`src/rtl/uart_pkg.sv`:
```
// Shared types and constants for the parametrised UART transmitter.
// Frame config is captured once per frame so mid-frame input changes are ignored.
package uart_pkg;

    typedef enum logic [2:0] {
        IDLE,
        START,
        DATA,
        PARITY,
        STOP
    } tx_state_t;

    localparam logic PAR_EVEN = 1'b0;
    localparam logic PAR_ODD  = 1'b1;

    typedef struct packed {
        logic par_en;
        logic par_bit;
        logic stop2;
    } frame_cfg_t;

    // Serial bit-times in one frame: start + data + parity + stop(s).
    function automatic int unsigned frame_bits(
        input int unsigned data_w,
        input logic        par_en,
        input logic        stop2
    );
        return 32'd2 + data_w + {31'd0, par_en} + {31'd0, stop2};
    endfunction

endpackage

```
`src/rtl/uart_baud_tick.sv`:
```
// Bit-time divider: counts 0..CLKS_PER_BIT-1 and flags the last cycle.
// clr holds the counter at zero while idle and restarts it on each frame load.
module uart_baud_tick
    import uart_pkg::*;
#(
    parameter int CLKS_PER_BIT = 5208
) (
    input  logic clk,
    input  logic rst,
    input  logic clr,
    output logic tick
);

    localparam int CNT_W = $clog2(CLKS_PER_BIT);
    localparam logic [CNT_W-1:0] LAST = CNT_W'(CLKS_PER_BIT - 1);

    logic [CNT_W-1:0] cnt;

    assign tick = (cnt == LAST);

    always_ff @(posedge clk) begin
        if (rst || clr || tick) begin
            cnt <= '0;
        end else begin
            cnt <= cnt + CNT_W'(1);
        end
    end

endmodule

```
`src/rtl/uart_tx_param.sv`:
```
// UART transmitter with generic width, run-time parity/stop config and a
// one-word holding buffer so frames can be sent back-to-back.
module uart_tx_param
    import uart_pkg::*;
#(
    parameter int DATA_W       = 8,
    parameter int CLKS_PER_BIT = 5208
) (
    input  logic              clk,
    input  logic              rst,
    input  logic [DATA_W-1:0] p_data,
    input  logic              data_valid,
    output logic              data_ready,
    input  logic              par_en,
    input  logic              par_typ,
    input  logic              stop2,
    output logic              tx_out,
    output logic              busy,
    output logic              uart_tx_done
);

    localparam int BIT_W = $clog2(DATA_W);
    localparam logic [BIT_W-1:0] LAST_BIT = BIT_W'(DATA_W - 1);

    tx_state_t         state;
    tx_state_t         state_d;
    logic [DATA_W-1:0] buf_q;
    logic              buf_full;
    logic [DATA_W-1:0] sh_q;
    logic [DATA_W-1:0] sh_d;
    logic [BIT_W-1:0]  bit_q;
    logic [BIT_W-1:0]  bit_d;
    logic              stop_q;
    logic              stop_d;
    frame_cfg_t        cfg_q;
    frame_cfg_t        cfg_d;
    logic              tx_q;
    logic              tx_d;
    logic              tick;
    logic              load;
    logic              done;
    logic              accept;
    logic              baud_clr;

    assign accept       = data_valid && !buf_full;
    assign data_ready   = !buf_full;
    assign baud_clr     = load || (state == IDLE);
    assign tx_out       = tx_q;
    assign busy         = (state != IDLE);
    assign uart_tx_done = done;

    uart_baud_tick #(
        .CLKS_PER_BIT(CLKS_PER_BIT)
    ) u_baud (
        .clk (clk),
        .rst (rst),
        .clr (baud_clr),
        .tick(tick)
    );

    always_comb begin
        state_d = state;
        sh_d    = sh_q;
        bit_d   = bit_q;
        stop_d  = stop_q;
        cfg_d   = cfg_q;
        tx_d    = tx_q;
        load    = 1'b0;
        done    = 1'b0;
        unique case (state)
            IDLE: begin
                tx_d = 1'b1;
                load = buf_full;
            end
            START: begin
                if (tick) begin
                    state_d = DATA;
                    tx_d    = sh_q[0];
                end
            end
            DATA: begin
                if (tick) begin
                    if (bit_q == LAST_BIT) begin
                        if (cfg_q.par_en) begin
                            state_d = PARITY;
                            tx_d    = cfg_q.par_bit;
                        end else begin
                            state_d = STOP;
                            tx_d    = 1'b1;
                        end
                    end else begin
                        bit_d = bit_q + BIT_W'(1);
                        sh_d  = sh_q >> 1;
                        tx_d  = sh_q[1];
                    end
                end
            end
            PARITY: begin
                if (tick) begin
                    state_d = STOP;
                    tx_d    = 1'b1;
                end
            end
            STOP: begin
                if (tick) begin
                    if (cfg_q.stop2 && !stop_q) begin
                        stop_d = 1'b1;
                    end else begin
                        done = 1'b1;
                        if (buf_full) begin
                            load = 1'b1;
                        end else begin
                            state_d = IDLE;
                        end
                    end
                end
            end
            default: begin
                state_d = IDLE;
                tx_d    = 1'b1;
            end
        endcase
        // A load both starts a frame from idle and chains one after a stop bit.
        if (load) begin
            state_d       = START;
            sh_d          = buf_q;
            bit_d         = '0;
            stop_d        = 1'b0;
            tx_d          = 1'b0;
            cfg_d.par_en  = par_en;
            cfg_d.stop2   = stop2;
            cfg_d.par_bit = (par_typ == PAR_ODD) ? ~(^buf_q) : ^buf_q;
        end
    end

    always_ff @(posedge clk) begin
        if (rst) begin
            state  <= IDLE;
            sh_q   <= '0;
            bit_q  <= '0;
            stop_q <= 1'b0;
            cfg_q  <= '0;
            tx_q   <= 1'b1;
        end else begin
            state  <= state_d;
            sh_q   <= sh_d;
            bit_q  <= bit_d;
            stop_q <= stop_d;
            cfg_q  <= cfg_d;
            tx_q   <= tx_d;
        end
    end

    always_ff @(posedge clk) begin
        if (rst) begin
            buf_full <= 1'b0;
            buf_q    <= '0;
        end else begin
            if (load) begin
                buf_full <= 1'b0;
            end
            if (accept) begin
                buf_full <= 1'b1;
                buf_q    <= p_data;
            end
        end
    end

endmodule
```
`config.mk`:
```
export PLATFORM = sky130hd
export DESIGN_NAME = uart_tx_param
export DESIGN_NICKNAME = d
export VERILOG_FILES = /design/src/rtl/uart_pkg.sv /design/src/rtl/uart_baud_tick.sv /design/src/rtl/uart_tx_param.sv
export SDC_FILE = /design/constraint.sdc
export NUM_CORES = 1
export LEC_CHECK = 0
export CAP_MARGIN = 20
export CORE_MARGIN = 8
export CORE_UTILIZATION = 40
export CTS_CLUSTER_SIZE = 10
export DETAILED_ROUTE_END_ITERATION = 10
export PLACE_DENSITY_LB_ADDON = 0.08
export SYNTH_ARGS = -nofsm -noshare
export SYNTH_HDL_FRONTEND = slang
export SYNTH_SLANG_ARGS = --single-unit
```
`constraint.sdc`:
```
create_clock -name clk -period 2.4 [get_ports clk]
set_input_delay 0.36 -clock clk [delete_from_list [all_inputs] [get_ports clk]]
set_output_delay 0.36 -clock clk [all_outputs]
set_load 0.005 [all_outputs]
```
# After elaboration in Yosys (flattened, before gate mapping)
# Index checks and enable logic that the tools add are counted.
[word_totals] register_bits=41 inputBits=14 out_inout_bits=4 word_cells=91
[classes] addsub=2 eq_ne=23 mux=31 bitwise_logic=3 reduce_logical=20
[ops] operator="8-bit 2-to-1 mux" count=4
[ops] operator="3-bit 2-to-1 mux" count=8
[ops] operator="1-bit 2-to-1 mux" count=16
[ops] operator="8-bit AND reduction" count=2
[ops] operator="3-bit one-hot mux with 5 select lines" count=1
[ops] operator="13-bit by 1-bit adder with 13-bit output, second input constant" count=1
[ops] operator="13-bit == test, second input constant" count=1
[ops] operator="2-bit != test, second input constant" count=6
[ops] operator="3-bit by 2-bit != test with 1-bit output, second input constant" count=4
[ops] operator="3-bit != test, second input constant" count=3
[ops] operator="3-bit AND reduction" count=3
[ops] operator="2-bit by 1-bit != test with 1-bit output, second input constant" count=4
[ops] operator="8-bit parity" count=1
[ops] operator="3-bit by 2-bit == test with 1-bit output, second input constant" count=2
[ops] operator="3-bit == test, second input constant" count=2
[ops] operator="2-bit nonzero test" count=3
[ops] operator="1-bit one-hot mux with 4 select lines" count=1
[ops] operator="4-bit AND reduction" count=1
[ops] operator="3-bit by 1-bit adder with 3-bit output, second input constant" count=1
[ops] operator="3-bit by 1-bit == test with 1-bit output, second input constant" count=1
[ops] operator="3-bit zero test" count=1
[ops] operator="1-bit logical OR" count=3
[ops] operator="1-bit inverter" count=3
[ops] operator="3-bit nonzero test" count=1
[ops] operator="other kinds (4)" count=6

# Logic depth before layout (Yosys ltp)
# Gate-level depths: netlist of run 1.
[depth] word_depth=8 ltp_mapped=7 mapped_depth_nobuf=6

# Cells and area by module
# A second synthesis of run 1 with hierarchy kept.
[unflattened] hier_cells=223 area_unflattened_um2=2105.8
[modules_own_cells] mod="uart_tx_param" n_inst=1 cells_each=151 area_each_um2=1383.8 seq_area_each_um2=560.5
[modules_own_cells] mod="uart_baud_tick" n_inst=1 cells_each=72 area_each_um2=721.9 seq_area_each_um2=260.2

# Worst setup path after synthesis of run 1
# No wires, ideal clock.
[synth_path] path_kind="reg2reg" startpoint="reg bit_q[0]" endpoint="reg sh_q[0]" setup_ns=0.133 arrival_time_ns=1.636 path_slack_ns=0.631 stages_incl_launch_ff=8 n_path_buf=1 synth_period_minus_slack_ns=1.769 path_cell_list="dfxtp_1 > ha_1 > ha_1 > nor4b_1 > and4_1 > buf_6 > mux2i_1 > a211oi_2"
[synth_via] elab_chain_len=3
[synth_lines] element="start: declaration" line="uart_tx_param.sv:31" source="logic [BIT_W-1:0] bit_q;"
[synth_lines] element="start signal: assignment" line="uart_tx_param.sv:147" source="bit_q <= bit_d;"
[synth_lines] element="3-bit == test" line="uart_tx_param.sv:83" source="if (bit_q == LAST_BIT) begin"
[synth_lines] element="2-bit != test (no source line)"
[synth_lines] element="3-bit AND reduction (no source line)"
[synth_lines] element="end signal: assignment" line="uart_tx_param.sv:139" source="sh_q <= '0;"
[synth_lines] element="end signal: assignment" line="uart_tx_param.sv:146" source="sh_q <= sh_d;"
[synth_lines] element="end: declaration" line="uart_tx_param.sv:29" source="logic [DATA_W-1:0] sh_q;"
# No other way between the ends.
# A chain may end at the register's enable or synchronous reset.

# Worst setup path after layout of run 1
[layout_path] startpoint="reg u_baud.cnt[1]" endpoint="out uart_tx_done"
[layout_via] elab_chain_len=3
[layout_lines] element="start: declaration" line="uart_baud_tick.sv:17" source="logic [CNT_W-1:0] cnt;"
[layout_lines] element="start signal: assignment" line="uart_baud_tick.sv:25" source="cnt <= cnt + CNT_W'(1);"
[layout_lines] element="13-bit == test" line="uart_baud_tick.sv:19" source="assign tick = (cnt == LAST);"
[layout_lines] element="1-bit 2-to-1 mux" line="uart_tx_param.sv:105" source="if (tick) begin"
[layout_lines] element="1-bit 2-to-1 mux" line="uart_tx_param.sv:70" source="unique case (state)"
[layout_lines] element="end: declaration" line="uart_tx_param.sv:19" source="output logic uart_tx_done"
# No other way between the ends.

==> results.txt, run 1 <==
# DRC -> 0
IO buf count -> 17
Worst Tran Pin Value -> 555 ps
Hold Path Cell Cnt -> 1
Finish-stage setup viols -> 0
Hold-fix buffers, CTS -> 0
First-pass GRT wire length -> 7.99 mm
Via count -> 1,677
EDFF count, synth -> 0
Reg area -> 822 µm²
GPL Wtd Cong -> 0.754
CTS tree -> built
Synth area leader -> dfxtp_1
CP peak stage delay -> 510 ps
CP max-delay cell -> clkdlybuf4s50_1
DIE WIDTH -> 87.8 µm
H-Tree Depth -> 2
Async S/R FF share, synth -> 0%
Synth area leaders -> dfxtp_1 (40%), mux2i_1 (5.3%), xnor2_1 (4.7%), nor2_1 (4.4%), a21oi_1 (3.6%)
Crit start category -> flip-flop
Diode count -> 0
Global-route usage over all layers -> 13.1%
WP data arrival -> 1930 ps
Pleak -> 0.787 nW
Total CTS buffers -> 5
Warnings, synthesis -> 0
Synth cell count leaders -> dfxtp_1 (41), nor2_1 (24), a21oi_1 (15)
Largest net degree at the start of global routing -> 29
# rows -> 26
Seq cells post-synth -> 41
Routed WL -> 4.58 mm
Critical-path cell list -> ha_2 > and4b_2 > nand4_1 > nor2_1 > clkdlybuf4s50_1
VDD IR max -> 0.281 mV
Final instance area -> 2390 µm²
Outcome -> finished, final reports clean
Total negative slack -> 0 ps
Relative max-transition margin -> 62.9%
Fmax -> 0.437 GHz
I/O Pins -> 18
Final #Nets -> 260
Fill cell count -> 513
Synth top area share -> 39.9%
Worst min path class -> reg2reg
Pwr Total -> 1.31 mW
Clock-pin slew on the worst setup and hold paths -> 70 ps
Clock sinks -> 41
Fin crit period -> 2290 ps
Share of layout cells above drive strength 1 -> 11.5%
Max Clock Skew -> 8.82 ps
WS Path Type -> reg2out
Sequential fraction of the synthesis area -> 39.9%
Die ar. -> 7700 µm²
Vias in the first global route -> 1,569
Slew Viols, Final -> 0
Core footprint -> 5040 µm²
Die Ht -> 87.8 µm
WL/cell -> 14.6 µm
Clk root buf -> clkbuf_8
Initial core utilization -> 40.8%
Top-count cell post-synth -> dfxtp_1
CTS max path bufs -> 2
Post-synthesis average cell area -> 9.15 µm²
Area of the multi-input gates -> 1140 µm²
Drt via density -> 5.34
Period utilization -> 95.3%
Synth Instances -> 225
HPWL Detailed -> 3.16 mm
GR Overflow Total -> 0
Initial antenna violation count -> 0
CP required -> 2040 ps
Synth Cell Area -> 2060 µm²
Top FF cell, synth -> dfxtp_1
Unrepaired setup endpoints after global routing -> false
First-pass DRT Iterations -> 4
Area growth syn-to-layout -> 15.9%
Hold Fails Final Rpt -> 0
CP max FO -> 4
Count of cell types in the netlist -> 50
Max-Cap Viols -> 0
Cell Pwr Density -> 549 nW/µm²
Final ANT Viol Nets -> 0
Placed Instance Area -> 2290 µm²
R2R depth -> 6
Crit end category -> primary output
Drt initial violations -> 86
Synth Net Count -> 242
Clk_lat worst skew -> 290 ps
metrics by stage:
step	cells	worst slack (ps)	hold slack, ps	utilization (%)
floorplan	225	631	426	-
global placement	304	332	445	45.4
detailed placement	304	301	448	45.4
CTS	312	10.2	470	47.0
global route	314	14.3	455	47.3
finish	314	113	431	47.3
layer usage:
layer	global-route usage, %	part of all wire, %	up-vias
li1	-	-	861
met2	17.2	40	29
met4	4.38	1.7	0
met1	19.4	54	779
met5	0	0	-
met3	3.56	4.6	8
kinds of logic after synthesis:
| group | share of synthesized area [%] |
|---|---|
| and+or+nand+nor | 24.5 |
| AOI/OAI and AO/OA | 15.6 |
| DFF | 39.9 |
| buffers and inverters | 4.92 |
| xor gates and xnor gates | 7.90 |
| muxes | 5.35 |
| adders and majority gates | 1.82 |
critical path: cells and delay by family, from the launching register on:
family	cells	cell delay, ps
adder cells (fa/ha/maj)	1	220
buffers and inverters	1	510
AND/OR/NAND/NOR	3	540
flip-flops	1	360
state kept, by name, summed over array words and instances, names as in the netlist:
name,count
u_baud.cnt,13
buf_q,8
sh_q,8
bit_q,3
cfg_q,3
state,3
buf_full,1
stop_q,1
tx_out,1
final cells by class:
cell class	count	area share, %
Tap cell	70	3.67
Sequential cell	41	34.4
Timing Repair Buffer	26	9.96
Multi-Input combinational cell	164	47.8
Inverter	5	0.786
Clock buffer	8	3.35
final timing paths:
| path | start | to | slack [ps] |
|---|---|---|---|
| worst min-delay path | u_baud.cnt[0] | u_baud.cnt[0] | 430 |
| worst max register to register | bit_q[0] | sh_q[0] | 330 |
| worst min register to register | u_baud.cnt[0] | u_baud.cnt[0] | 430 |
| worst max-delay path | u_baud.cnt[1] | uart_tx_done | 110 |
cells in the final DEF, fill, tap and decap left out, types with 3 or more instances in the layout:
cell             instances
dfxtp_1                 40
nand2b_1                 3
a21oi_1                 15
nor2_1                  24
nand4_1                  4
or3_1                    3
nor3_1                   7
nand2_1                  8
xor2_1                   5
a32oi_1                  6
clkbuf_8                 5
buf_4                    9
inv_1                    5
o21ai_0                  6
o211ai_1                10
nand3_1                 12
clkdlybuf4s50_1         17
mux2i_1                 11
nor2b_1                  3
nor4_1                   3
xnor2_1                 11
clkbuf_1                 3
report_power, final:
part	switching [mW]	internal, mW	leakage (nW)	total, mW
Sequential	0.0207	0.703	0.333	0.723
Combinational	0.0715	0.0801	0.414	0.152
Clock	0.228	0.207	0.0395	0.435
what timing repair did:
| item | 4_1_cts | 5_1_grt |
|---|---|---|
| gates resized for setup | 1 | 2 |
| setup endpoints to repair | 1 | 1 |
| buffers inserted | 0 | 2 |
| pin swaps | 0 | 1 |
Power figures use the tool's default switching activity.
==> run 2: changes to the inputs <==
--- a/config.mk
+++ b/config.mk
@@ -11,6 +11,8 @@
 export CTS_CLUSTER_SIZE = 10
 export DETAILED_ROUTE_END_ITERATION = 10
 export PLACE_DENSITY_LB_ADDON = 0.08
+export SKIP_LAST_GASP = 1
 export SYNTH_ARGS = -nofsm -noshare
 export SYNTH_HDL_FRONTEND = slang
+export SYNTH_HIERARCHICAL = 1
 export SYNTH_SLANG_ARGS = --single-unit
==> results.txt, run 2 <==
Outcome -> finished, final reports clean
Cell Pwr Density -> 558 nW/µm² (+1.7%)
# DRC -> 0 (unchanged)
Crit end category -> primary output
Synth Net Count -> 240 (-0.83%)
Biggest register -> u_baud/cnt
GR Overflow Total -> 0 (unchanged)
Pre-CTS setup slack -> 111 ps (-190 ps)
R2R depth -> 7 (+1)
Fin crit period -> 2230 ps (-54.2 ps)
Critical path depth -> 5 (unchanged)
VDD IR max -> 0.323 mV (+15%)
Max-Cap Viols -> 0 (unchanged)
CP required -> 2040 ps (about the same)
WS Path Type -> reg2out
Worst Tran Pin Value -> 518 ps (-37.1 ps)
R2r setup slk -> 180 ps (-150 ps)
Seq cells post-synth -> 41 (unchanged)
CTS max path bufs -> 2 (unchanged)
Total CTS buffers -> 5 (unchanged)
Largest net degree at the start of global routing -> 29 (unchanged)
Pwr Total -> 1.43 mW (+8.9%)
CP peak stage delay -> 540 ps (+30 ps)
Final instance area -> 2550 µm² (+7.0%)
WL/cell -> 14.1 µm (-3.0%)
Clock group share of total power -> 35.0% (+1.8 points)
Async S/R FF share, synth -> 0% (unchanged)
Crit start category -> flip-flop
Relative max-transition margin -> 65.4% (+2.5 points)
Fill cell count -> 521 (+1.6%)
CP top delay family -> simple AND/OR/NAND/NOR gates
CP max-delay cell -> or4b_4
Worst min path class -> reg2reg
Top flop regs -> u_baud/cnt (13), buf_q (8), sh_q (8)
Slew Viols, Final -> 0 (unchanged)
First-pass GRT wire length -> 7.76 mm (-2.9%)
Clk root buf -> clkbuf_8
Via count -> 1,765 (+5.2%)
Worst Min Path Start -> cfg_q[1]
Clock-pin slew on the worst setup and hold paths -> 80 ps (about the same)
I/O Pins -> 18 (unchanged)
Synth area leader -> dfxtp_1
Pleak -> 0.879 nW (+12%)
Fmax -> 0.448 GHz (+2.4%)
IO buf count -> 17 (unchanged)
DIE WIDTH -> 88.6 µm (+0.91%)
Int Pwr -> 1.07 mW (+8.2%)
H-Tree Depth -> 2 (unchanged)
Most frequent cells in the layout -> dfxtp_1 (41), nand2_1 (18), buf_4 (18)
Sequential fraction of the synthesis area -> 39.0% (-0.88 points)
Area growth syn-to-layout -> 21.3%
Total negative slack -> 0 ps (unchanged)
Global-route usage over all layers -> 12.8% (-0.30 points)
Top FF cell, synth -> dfxtp_1
Drt via density -> 5.43 (+1.7%)
Post-synthesis average cell area -> 9.44 µm² (+3.2%)
Synth Cell Area -> 2110 µm² (+2.2%)
Max FFs per register -> 13 (unchanged)
Final #Nets -> 271 (+4.2%)
Commonest non-fill, non-tap cell in the layout -> dfxtp_1
Synth cell count leaders -> dfxtp_1 (41), nand2_1 (18), nor2_1 (16)
Top-count cell post-synth -> dfxtp_1
Vias in the first global route -> 1,670 (+6.4%)
Clock sinks -> 41 (unchanged)
Synth area leaders -> dfxtp_1 (39%), mux2i_1 (4.8%), a211oi_2 (3.6%), nand2_1 (3.2%), nand3_1 (3.1%)
WP data arrival -> 1870 ps (-60 ps)
Final ANT Viol Nets -> 0 (unchanged)
Hold Fails Final Rpt -> 0 (unchanged)
Share of layout cells above drive strength 1 -> 22.7% (+11 points)
Drt initial violations -> 64 (-26%)
# rows -> 26 (unchanged)
Diode count -> 0 (unchanged)
Clk_lat worst skew -> 290 ps (about the same)
EDFF count, synth -> 0 (unchanged)
First-pass DRT Iterations -> 5 (+1)
Period utilization -> 93.0% (-2.3 points)
Worst Setup SP -> u_baud/cnt[5]
Critical Path Sink -> uart_tx_done
Count of cell types in the netlist -> 58 (+16%)
Core footprint -> 5110 µm² (+1.3%)
Synth Instances -> 223 (-0.89%)
Part of the power in registers -> 51.3% (-3.9 points)
CP bufs+invs -> 1 (unchanged)
Finish-stage setup viols -> 0 (unchanged)
Switching share of power -> 24.9% (+0.46 points)
Reg2reg start -> u_baud/cnt[5]
Unrepaired setup endpoints after global routing -> false
Die Ht -> 88.6 µm (+0.91%)
Synth top area share -> 39.0% (-0.88 points)
RR Endpoint -> state[0]
CTS tree -> built
Setup slack after layout -> 167 ps (+54.2 ps)
Placed Instance Area -> 2450 µm² (+7.3%)
Warnings, synthesis -> 6 (+6)
CP max FO -> 2 (-2)
Critical-path cell list -> or4b_4 > nor4b_4 > nand2b_4 > nor2_1 > dlygate4sd2_1
Die ar. -> 7840 µm² (+1.8%)
Max Clock Skew -> 6.75 ps (-2.07 ps)
Initial core utilization -> 41.2% (+0.39 points)
Sw Pwr -> 0.356 mW (+11%)
Routed WL -> 4.60 mm (+0.35%)
Initial antenna violation count -> 0 (unchanged)
GPL Wtd Cong -> 0.743 (-1.5%)
Comb power frac -> 13.7% (+2.1 points)
HPWL Detailed -> 3.30 mm (+4.5%)
[run 2: cell types whose count changed after synthesis, moves of 4 or more]
cell | previous run | this run
nor2_1 | 24 | 16
a21oi_1 | 15 | 11
clkbuf_1 | 7 | 3
a22oi_1 | 0 | 5
nand2_1 | 8 | 18
a32oi_1 | 6 | 1
o211ai_1 | 10 | 0
xnor2_1 | 11 | 7
a31oi_1 | 0 | 4
a211oi_2 | 1 | 6
[run 2: metal layers]
layer / wire length [µm] / vias to the layer above / GRT usage, %
met4: 61 / 0 / 4.15
met3: 146 / 8 / 4.18
met2: 2310 / 32 / 21.8
met5: 0 / - / 0
met1: 2090 / 834 / 14.6
li1: - / 891 / -
[run 2: what timing repair did]
item | in CTS | in global routing
setup buffers | 0 | 0
hold buffers | 0 | 0
endpoints found under the setup margin | 1 | 0
hold endpoints to repair | 0 | 0
gates resized for setup | 1 | 0
[run 2: through the flow]
stage	instances	utilization (%)	hold WS, ps
floorplan	223	-	427
global placement	317	48.1	441
detailed placement	317	48.1	450
CTS	325	50.0	460
global route	325	50.0	486
finish	325	50.0	455
[run 2: layout make-up]
type                            count  area (µm²)  area share [%]
Timing Repair Buffer               35         304            11.9
Multi-Input combinational cell    167        1230            48.0
Clock buffer                        7        96.3            3.77
Inverter                            4        15.0           0.588
Clock inverter                      1        5.00           0.196
Tap cell                           70        87.6            3.43
Sequential cell                    41         821            32.1
[run 2: cell families (layout without fill, tap and decap cells)]
family | count (synthesis) | in the layout | share of synthesized area (%)
flops | 41 | 41 | 39.0
mux | 10 | 10 | 4.75
fa+ha+maj | 3 | 3 | 1.78
buf+inv | 15 | 47 | 4.10
xor+xnor | 11 | 11 | 5.59
compound gates | 50 | 50 | 18.5
simple gates | 93 | 93 | 26.3
[run 2: worst min path at each step]
stage               cells after the start  slack [ps]        to
detailed placement                      2         450  cfg_q[1]
finish                                  2         460  cfg_q[1]
CTS                                     2         460  cfg_q[1]
global route                            2         490  cfg_q[1]
global placement                        2         440  cfg_q[1]
floorplan                               2         430  cfg_q[1]
[run 2: worst register-to-register path: stages, from the launching register on]
cell	delay (ps)
dfxtp_1	310
or4b_4	540
nor4b_4	320
buf_4	220
a211oi_1	80
nor3_2	320
o22ai_1	130
a221oi_2	210
[run 2: power groups by stage]
stage | Clock, mW | Combinational (mW) | Sequential, mW
6_report | 0.499 | 0.196 | 0.732
2_1_floorplan | 0 | 0.141 | 0.741
4_1_cts | 0.510 | 0.199 | 0.732
3_3_place_gp | 0 | 0.198 | 0.748
5_1_grt | 0.546 | 0.214 | 0.736
3_5_place_dp | 0 | 0.200 | 0.748
